## src/rtl/inst_fetch_pkg.sv

```systemverilog
// -----------------------------------------------------------------------------
// inst_fetch_pkg
// Shared definitions for the fetch stage: RV32 control-flow opcodes used by
// the predecoder, the fetch FSM state encoding, the default reset PC and the
// J-type immediate extractor used when JAL prediction is built in.
// -----------------------------------------------------------------------------
package inst_fetch_pkg;

    localparam logic [31:0] IF_PC_RESET = 32'h0000_0000;

    localparam logic [6:0] OPC_B_TYPE = 7'b1100011;
    localparam logic [6:0] OPC_JAL    = 7'b1101111;
    localparam logic [6:0] OPC_JALR   = 7'b1100111;

    typedef enum logic [1:0] {
        ST_IDLE = 2'd0,   // free to issue the next read
        ST_WAIT = 2'd1,   // one read outstanding
        ST_HOLD = 2'd2    // control flow seen, waiting for a redirect
    } fetch_state_e;

    // Sign-extended J-type immediate {imm[20:1], 0}.
    function automatic logic [31:0] j_imm(input logic [31:0] w);
        return {{11{w[31]}}, w[31], w[19:12], w[20], w[30:21], 1'b0};
    endfunction

endpackage

```

## src/rtl/inst_fetch_inst_queue.sv

```systemverilog
// -----------------------------------------------------------------------------
// inst_fetch_inst_queue
// Small FIFO holding fetched {pc, word} pairs between the memory port and the
// issue port. Head is read combinationally; the consumer registers it.
// Ports:
//   clk_i        clock
//   rst_ni       synchronous active-low reset
//   en_i         low = pause, nothing changes
//   flush_i      empty the queue (dominates push/pop)
//   push_i       write push_data_i at the tail
//   push_data_i  entry to write
//   pop_i        advance the head (caller guarantees count_o != 0)
//   head_o       entry at the head
//   count_o      number of valid entries, 0..DEPTH
// -----------------------------------------------------------------------------
module inst_fetch_inst_queue #(
    parameter int DEPTH  = 4,
    parameter int PTR_W  = 2,
    parameter int DATA_W = 64
) (
    input  logic              clk_i,
    input  logic              rst_ni,
    input  logic              en_i,
    input  logic              flush_i,
    input  logic              push_i,
    input  logic [DATA_W-1:0] push_data_i,
    input  logic              pop_i,
    output logic [DATA_W-1:0] head_o,
    output logic [PTR_W:0]    count_o
);

    localparam logic [PTR_W-1:0] PTR_ONE = PTR_W'(1);
    localparam logic [PTR_W:0]   CNT_ONE = (PTR_W + 1)'(1);

    logic [DATA_W-1:0] mem_q [DEPTH];
    logic [PTR_W-1:0]  wr_ptr_q;
    logic [PTR_W-1:0]  rd_ptr_q;
    logic [PTR_W:0]    count_q;
    logic [PTR_W:0]    count_d;

    always_comb begin
        count_d = count_q;
        if (push_i && !pop_i) begin
            count_d = count_q + CNT_ONE;
        end else if (!push_i && pop_i) begin
            count_d = count_q - CNT_ONE;
        end
    end

    // Storage has no reset so it can map onto RAM primitives.
    always_ff @(posedge clk_i) begin
        if (en_i && push_i && !flush_i) begin
            mem_q[wr_ptr_q] <= push_data_i;
        end
    end

    always_ff @(posedge clk_i) begin
        if (!rst_ni) begin
            wr_ptr_q <= '0;
            rd_ptr_q <= '0;
            count_q  <= '0;
        end else if (en_i) begin
            if (flush_i) begin
                wr_ptr_q <= '0;
                rd_ptr_q <= '0;
                count_q  <= '0;
            end else begin
                if (push_i) wr_ptr_q <= wr_ptr_q + PTR_ONE;
                if (pop_i)  rd_ptr_q <= rd_ptr_q + PTR_ONE;
                count_q <= count_d;
            end
        end
    end

    assign head_o  = mem_q[rd_ptr_q];
    assign count_o = count_q;

endmodule

```

## src/rtl/inst_fetch.sv

```systemverilog
// -----------------------------------------------------------------------------
// inst_fetch
// Fetch stage feeding the ROB/decoder issue port. Keeps the PC, issues one
// word read at a time, buffers returned words in a small queue and delivers
// one instruction per cycle. After a branch/JALR (and JAL unless predicted)
// fetching stops until the ROB redirects.
// Build option: define IFETCH_JAL_PREDICT_EN to follow JAL targets locally
// instead of holding.
// Ports:
//   clk_in, rst_in (sync, active-low), rdy_in (low = pause)
//   mem_req/mem_addr -> instruction memory; mem_ready/mem_data <- memory
//   stall_in         downstream cannot accept
//   redirect_valid/redirect_pc  ROB resolved next PC
//   inst_valid/inst/inst_addr   delivered instruction (registered)
//   fetch_held       high while waiting for a redirect
// -----------------------------------------------------------------------------
module inst_fetch
    import inst_fetch_pkg::*;
#(
    parameter logic [31:0] PC_RESET = IF_PC_RESET,
    parameter int          IQ_DEPTH = 4,
    parameter int          IQ_BIT   = 2
) (
    input  logic        clk_in,
    input  logic        rst_in,
    input  logic        rdy_in,
    output logic        mem_req,
    output logic [31:0] mem_addr,
    input  logic        mem_ready,
    input  logic [31:0] mem_data,
    input  logic        stall_in,
    input  logic        redirect_valid,
    input  logic [31:0] redirect_pc,
    output logic        inst_valid,
    output logic [31:0] inst,
    output logic [31:0] inst_addr,
    output logic        fetch_held
);

    localparam logic [IQ_BIT:0] IQ_FULL = (IQ_BIT + 1)'(IQ_DEPTH);

    fetch_state_e state_q, state_d;
    logic [31:0]  pc_q, pc_d;
    logic         drop_q, drop_d;
    logic         mem_req_q, mem_req_d;
    logic [31:0]  mem_addr_q, mem_addr_d;
    logic         inst_valid_q, inst_valid_d;
    logic [31:0]  inst_q, inst_d;
    logic [31:0]  inst_addr_q, inst_addr_d;

    logic          iq_push, iq_pop, iq_flush;
    logic [63:0]   iq_head;
    logic [IQ_BIT:0] iq_count;

    inst_fetch_inst_queue #(
        .DEPTH  (IQ_DEPTH),
        .PTR_W  (IQ_BIT),
        .DATA_W (64)
    ) u_iq (
        .clk_i       (clk_in),
        .rst_ni      (rst_in),
        .en_i        (rdy_in),
        .flush_i     (iq_flush),
        .push_i      (iq_push),
        .push_data_i ({pc_q, mem_data}),
        .pop_i       (iq_pop),
        .head_o      (iq_head),
        .count_o     (iq_count)
    );

    always_comb begin
        state_d      = state_q;
        pc_d         = pc_q;
        drop_d       = drop_q;
        mem_req_d    = mem_req_q;
        mem_addr_d   = mem_addr_q;
        inst_valid_d = 1'b0;
        inst_d       = inst_q;
        inst_addr_d  = inst_addr_q;
        iq_push      = 1'b0;
        iq_pop       = 1'b0;
        iq_flush     = 1'b0;

        if (redirect_valid) begin
            // Flush wins over everything; nothing is delivered this cycle.
            iq_flush = 1'b1;
            pc_d     = redirect_pc;
            if (state_q == ST_WAIT && !mem_ready) begin
                // The bus request cannot be withdrawn: let it finish and bin it.
                drop_d = 1'b1;
            end else begin
                mem_req_d = 1'b0;
                drop_d    = 1'b0;
                state_d   = ST_IDLE;
            end
        end else begin
            if (!stall_in && iq_count != '0) begin
                iq_pop       = 1'b1;
                inst_valid_d = 1'b1;
                inst_addr_d  = iq_head[63:32];
                inst_d       = iq_head[31:0];
            end

            unique case (state_q)
                ST_IDLE: begin
                    // Only one read is ever in flight, so a free slot now
                    // guarantees room when the word returns.
                    if (iq_count < IQ_FULL) begin
                        mem_req_d  = 1'b1;
                        mem_addr_d = pc_q;
                        state_d    = ST_WAIT;
                    end
                end
                ST_WAIT: begin
                    if (mem_ready) begin
                        mem_req_d = 1'b0;
                        if (drop_q) begin
                            drop_d  = 1'b0;
                            state_d = ST_IDLE;
                        end else begin
                            iq_push = 1'b1;
                            pc_d    = pc_q + 32'd4;
                            case (mem_data[6:0])
                                OPC_B_TYPE, OPC_JALR: state_d = ST_HOLD;
                                OPC_JAL: begin
`ifdef IFETCH_JAL_PREDICT_EN
                                    pc_d    = pc_q + j_imm(mem_data);
                                    state_d = ST_IDLE;
`else
                                    state_d = ST_HOLD;
`endif
                                end
                                default: state_d = ST_IDLE;
                            endcase
                        end
                    end
                end
                ST_HOLD: ;
                default: state_d = ST_IDLE;
            endcase
        end
    end

    always_ff @(posedge clk_in) begin
        if (!rst_in) begin
            state_q      <= ST_IDLE;
            pc_q         <= PC_RESET;
            drop_q       <= 1'b0;
            mem_req_q    <= 1'b0;
            mem_addr_q   <= '0;
            inst_valid_q <= 1'b0;
            inst_q       <= '0;
            inst_addr_q  <= '0;
        end else if (rdy_in) begin
            state_q      <= state_d;
            pc_q         <= pc_d;
            drop_q       <= drop_d;
            mem_req_q    <= mem_req_d;
            mem_addr_q   <= mem_addr_d;
            inst_valid_q <= inst_valid_d;
            inst_q       <= inst_d;
            inst_addr_q  <= inst_addr_d;
        end else begin
            // Paused: keep everything, but never re-present an instruction.
            inst_valid_q <= 1'b0;
        end
    end

    assign mem_req    = mem_req_q;
    assign mem_addr   = mem_addr_q;
    assign inst_valid = inst_valid_q;
    assign inst       = inst_q;
    assign inst_addr  = inst_addr_q;
    assign fetch_held = (state_q == ST_HOLD);

endmodule

```

## config.mk

```make
export PLATFORM = sky130hd
export DESIGN_NAME = inst_fetch
export DESIGN_NICKNAME = d
export VERILOG_FILES = /design/src/rtl/inst_fetch_pkg.sv /design/src/rtl/inst_fetch_inst_queue.sv /design/src/rtl/inst_fetch.sv
export SDC_FILE = /design/constraint.sdc
export NUM_CORES = 1
export LEC_CHECK = 0
export ABC_AREA = 1
export CORE_MARGIN = 1.5
export CORE_UTILIZATION = 40
export CTS_CLUSTER_DIAMETER = 30
export CTS_CLUSTER_SIZE = 12
export DETAILED_ROUTE_END_ITERATION = 8
export DONT_BUFFER_PORTS = 1
export GPL_ROUTABILITY_DRIVEN = 0
export PLACE_DENSITY_LB_ADDON = 0.25
export SLEW_MARGIN = 25
export SYNTH_ARGS = -nofsm -noshare
export SYNTH_HDL_FRONTEND = slang
export SYNTH_SLANG_ARGS = --single-unit
```

## constraint.sdc

```tcl
create_clock -name clk_in -period 6.25 [get_ports clk_in]
set_clock_uncertainty 0.2 [all_clocks]
set_input_delay 0.9375 -clock clk_in [delete_from_list [all_inputs] [get_ports clk_in]]
set_output_delay 0.9375 -clock clk_in [all_outputs]
set_load 0.03 [all_outputs]
```

==> metrics.cfg <==
[logic_synthesis]
synthAdderAreaFrac_pct = 0.522
synth_warnings = 0
synth_fp_nets = 1621
yosys.area_share.simple_pct = 15.7
synth_seq_cells = 396
avgSynthCellArea_um2 = 10.2
synth-seq-area-share_pct = 66.4
synth-xor-area-share_pct = 0.111
synthCells = 1545
synth_compound_area_share_pct = 12.9
synth_area_um2 = 15800
synth_top_family_by_area = simple AND/OR/NAND/NOR gates
synth.mux.area_fraction_pct = 0
ys_types = 36

[die]
io_pins = 169
die_w_um = 202
rows = 72
coreArea_um2 = 38800
die_y_um = 202
floorplan.initialDensity_pct = 40.7
die-area_um2 = 40700

[route]
drt_iter0_drc = 787
ant_nets = 0
routed_wl_mm = 40.9
drc = 0
via_per_inst = 5.32
wl_per_cell_um = 19.2
vias = 11300
first_pass_iters = 5

[finish]
drive_gt1_share_pct = 11.7
area_growth_pct = 18.5
fin_nets = 1618
diodes = 0
n_fill_cell = 3547

[timing]
tightest_slew_ps = 1020
slew_violations = 0
slew_headroom_pct = 31.9
hold_viol_final = 0
fin_ws_ps = 2850
fin_tns_setup_ps = 0
setup_viol = 0
period_minus_slack_ps = 3400
timing.final.crit_share_pct = 54.5
rsz0062_at_grt = false
fmax_ghz = 0.294

[worst_setup_path]
path_buf_inv = 3
crit_path_max_fanout = 41
worstPathRequired_ps = 6280
path_cells = inv_2 -> nand4_2 -> nor2_1 -> inv_1 -> nor2_4 -> buf_4
crit_slowest_cell = nor2_4
arrival_ps = 3440
critical-path-top-delay-family = simple AND/OR/NAND/NOR gates
crit_path_end_kind = flip-flop
cp.depth = 6
path_class = primary input to flip-flop
reg2reg_depth = 7
start_kind = primary input
cp_slowest_stage_delay_ps = 790

[power_and_ir_drop]
power_frac_comb_pct = 3.1
peakVddDrop_mv = 0.212
p_int_w = 0.00554
p_leak_nw = 6.33
pwr-share-seq_pct = 41.1
power_density_nw_per_um2 = 383
netSwitchingPower_w = 0.00164
p_clk_share_pct = 55.8
netSwitchingFraction_pct = 22.9
finalPower_w = 0.00718

[placed_design]
portBuffers = 0
preCtsSetupSlack_ps = 2200
dp_hpwl_mm = 24.9

[run]
cap_violations = 0

[global_route]
grt_pass1_wl_mm = 64.3
grt_max_degree = 95
antenna_found_initial = 0
grtUsageTotal_pct = 20.2
grt_overflow = 0
grt_pass1_vias = 11300

[clock_tree]
clock_latency_ps = 590
cts.sinks = 396
cts_tree = yes
post_cts_resized = 0
cts_buffer_depth = 3
clk_pin_slew_ps = 50
cts_hold_buffers = 0
cts-root-buf = clkbuf_16
numCtsBuffers = 79
cts-htree-levels = 3
post_cts_buffers = 0

[min_path]
hp-class = primary input to flip-flop
whs_path_depth = 0

[run_status]
status = complete, no violations

-- area by class of cell --
class                           count  area [um^2]  share of cell area (%)
Clock buffer                       99         2160                    11.6
Clock inverter                     49          445                    2.38
Inverter                           59          226                    1.21
Multi-Input combinational cell    992         4650                    24.8
Sequential cell                   396        10500                    56.0
Tap cell                          518          648                    3.46
Timing Repair Buffer               14          105                   0.561
-- registers in the layout, summed over array words and instances (netlist names) --
| name | flops |
|---|---|
| drop_q | 1 |
| u_iq.mem_q | 256 |
| mem_addr | 32 |
| inst | 32 |
| inst_addr | 32 |
| inst_valid | 1 |
| u_iq.wr_ptr_q | 2 |
| pc_q | 32 |
| u_iq.count_o | 3 |
| u_iq.rd_ptr_q | 2 |
| mem_req | 1 |
| state_q | 2 |
-- cells by family (layout without fill, tap and decap cells) --
family,Yosys count,in the layout
DFF,396,396
xor gates and xnor gates,2,2
and+or+nand+nor,604,604
adders and majority gates,6,6
AOI/OAI and AO/OA,380,380
buffers and inverters,157,221
-- through the flow --
step	hold WS (ps)	util (%)	instances	instance area (um^2)
finish	244	48.2	2127	18700
global route	219	48.2	2127	18700
CTS	220	48.2	2127	18700
detailed placement	280	41.5	1979	16100
global placement	271	41.5	1979	16100
floorplan	253	-	1545	15800
-- synth_stat cells, drive strengths merged --
master   count  area share (%)
o22ai       64             2.5
o2111ai      1           0.055
o21ai      185             5.9
clkinv       1           0.024
edfxtp     256              49
a211oi       1           0.048
dfxtp      140              18
xnor2        2            0.11
o211ai       2           0.095
nand3      107             3.4
a22oi        2           0.095
nand3b       1           0.048
nor2       269             6.6
nand2      218             5.3
a21oi      116             3.8
nor3         7            0.22
o221ai       1           0.055
nand4        2            0.12
o21bai       1           0.071
a31oi        7            0.28
fa           1            0.13
inv         58             1.4
buf         53             2.0
ha           5            0.40
clkbuf      45             1.1
-- placed cells by master (no fill, tap or decap), drive strengths merged, types with 4 or more instances in the layout --
| cell type | instances |
|---|---|
| nor2 | 269 |
| edfxtp | 256 |
| nand2 | 218 |
| o21ai | 185 |
| dfxtp | 140 |
| a21oi | 116 |
| nand3 | 107 |
| clkbuf | 99 |
| inv | 67 |
| o22ai | 64 |
| clkinv | 29 |
| buf | 14 |
| clkinvlp | 8 |
| a31oi | 7 |
| nor3 | 7 |
| ha | 5 |
| bufinv | 4 |
-- power groups by stage --
stage / Combinational (W) / Clock, W / Sequential, W
final: 0.000226 / 0.00401 / 0.00295
after global routing: 0.000257 / 0.00422 / 0.00295
after CTS: 0.000229 / 0.00407 / 0.00295
after detailed placement: 0.000228 / 0 / 0.00300
after global placement: 0.000223 / 0 / 0.00299
after floorplan: 0.000190 / 0 / 0.00297
-- path summary, 6_finish.rpt --
path                        to  slack [ps]            from
max          u_iq.mem_q[3][27]        2850  redirect_valid
min          u_iq.mem_q[1][29]         240    mem_data[29]
max reg2reg  u_iq.mem_q[3][27]        3200      state_q[0]
min reg2reg             drop_q         290          drop_q
-- layer usage --
| layer | global-route usage (%) | wire length, um |
|---|---|---|
| met3 | 5.71 | 2930 |
| met4 | 6.93 | 756 |
| met1 | 26.5 | 18100 |
| met2 | 32.3 | 19100 |
| met5 | 0 | 0 |
Power figures use the tool's default switching activity.
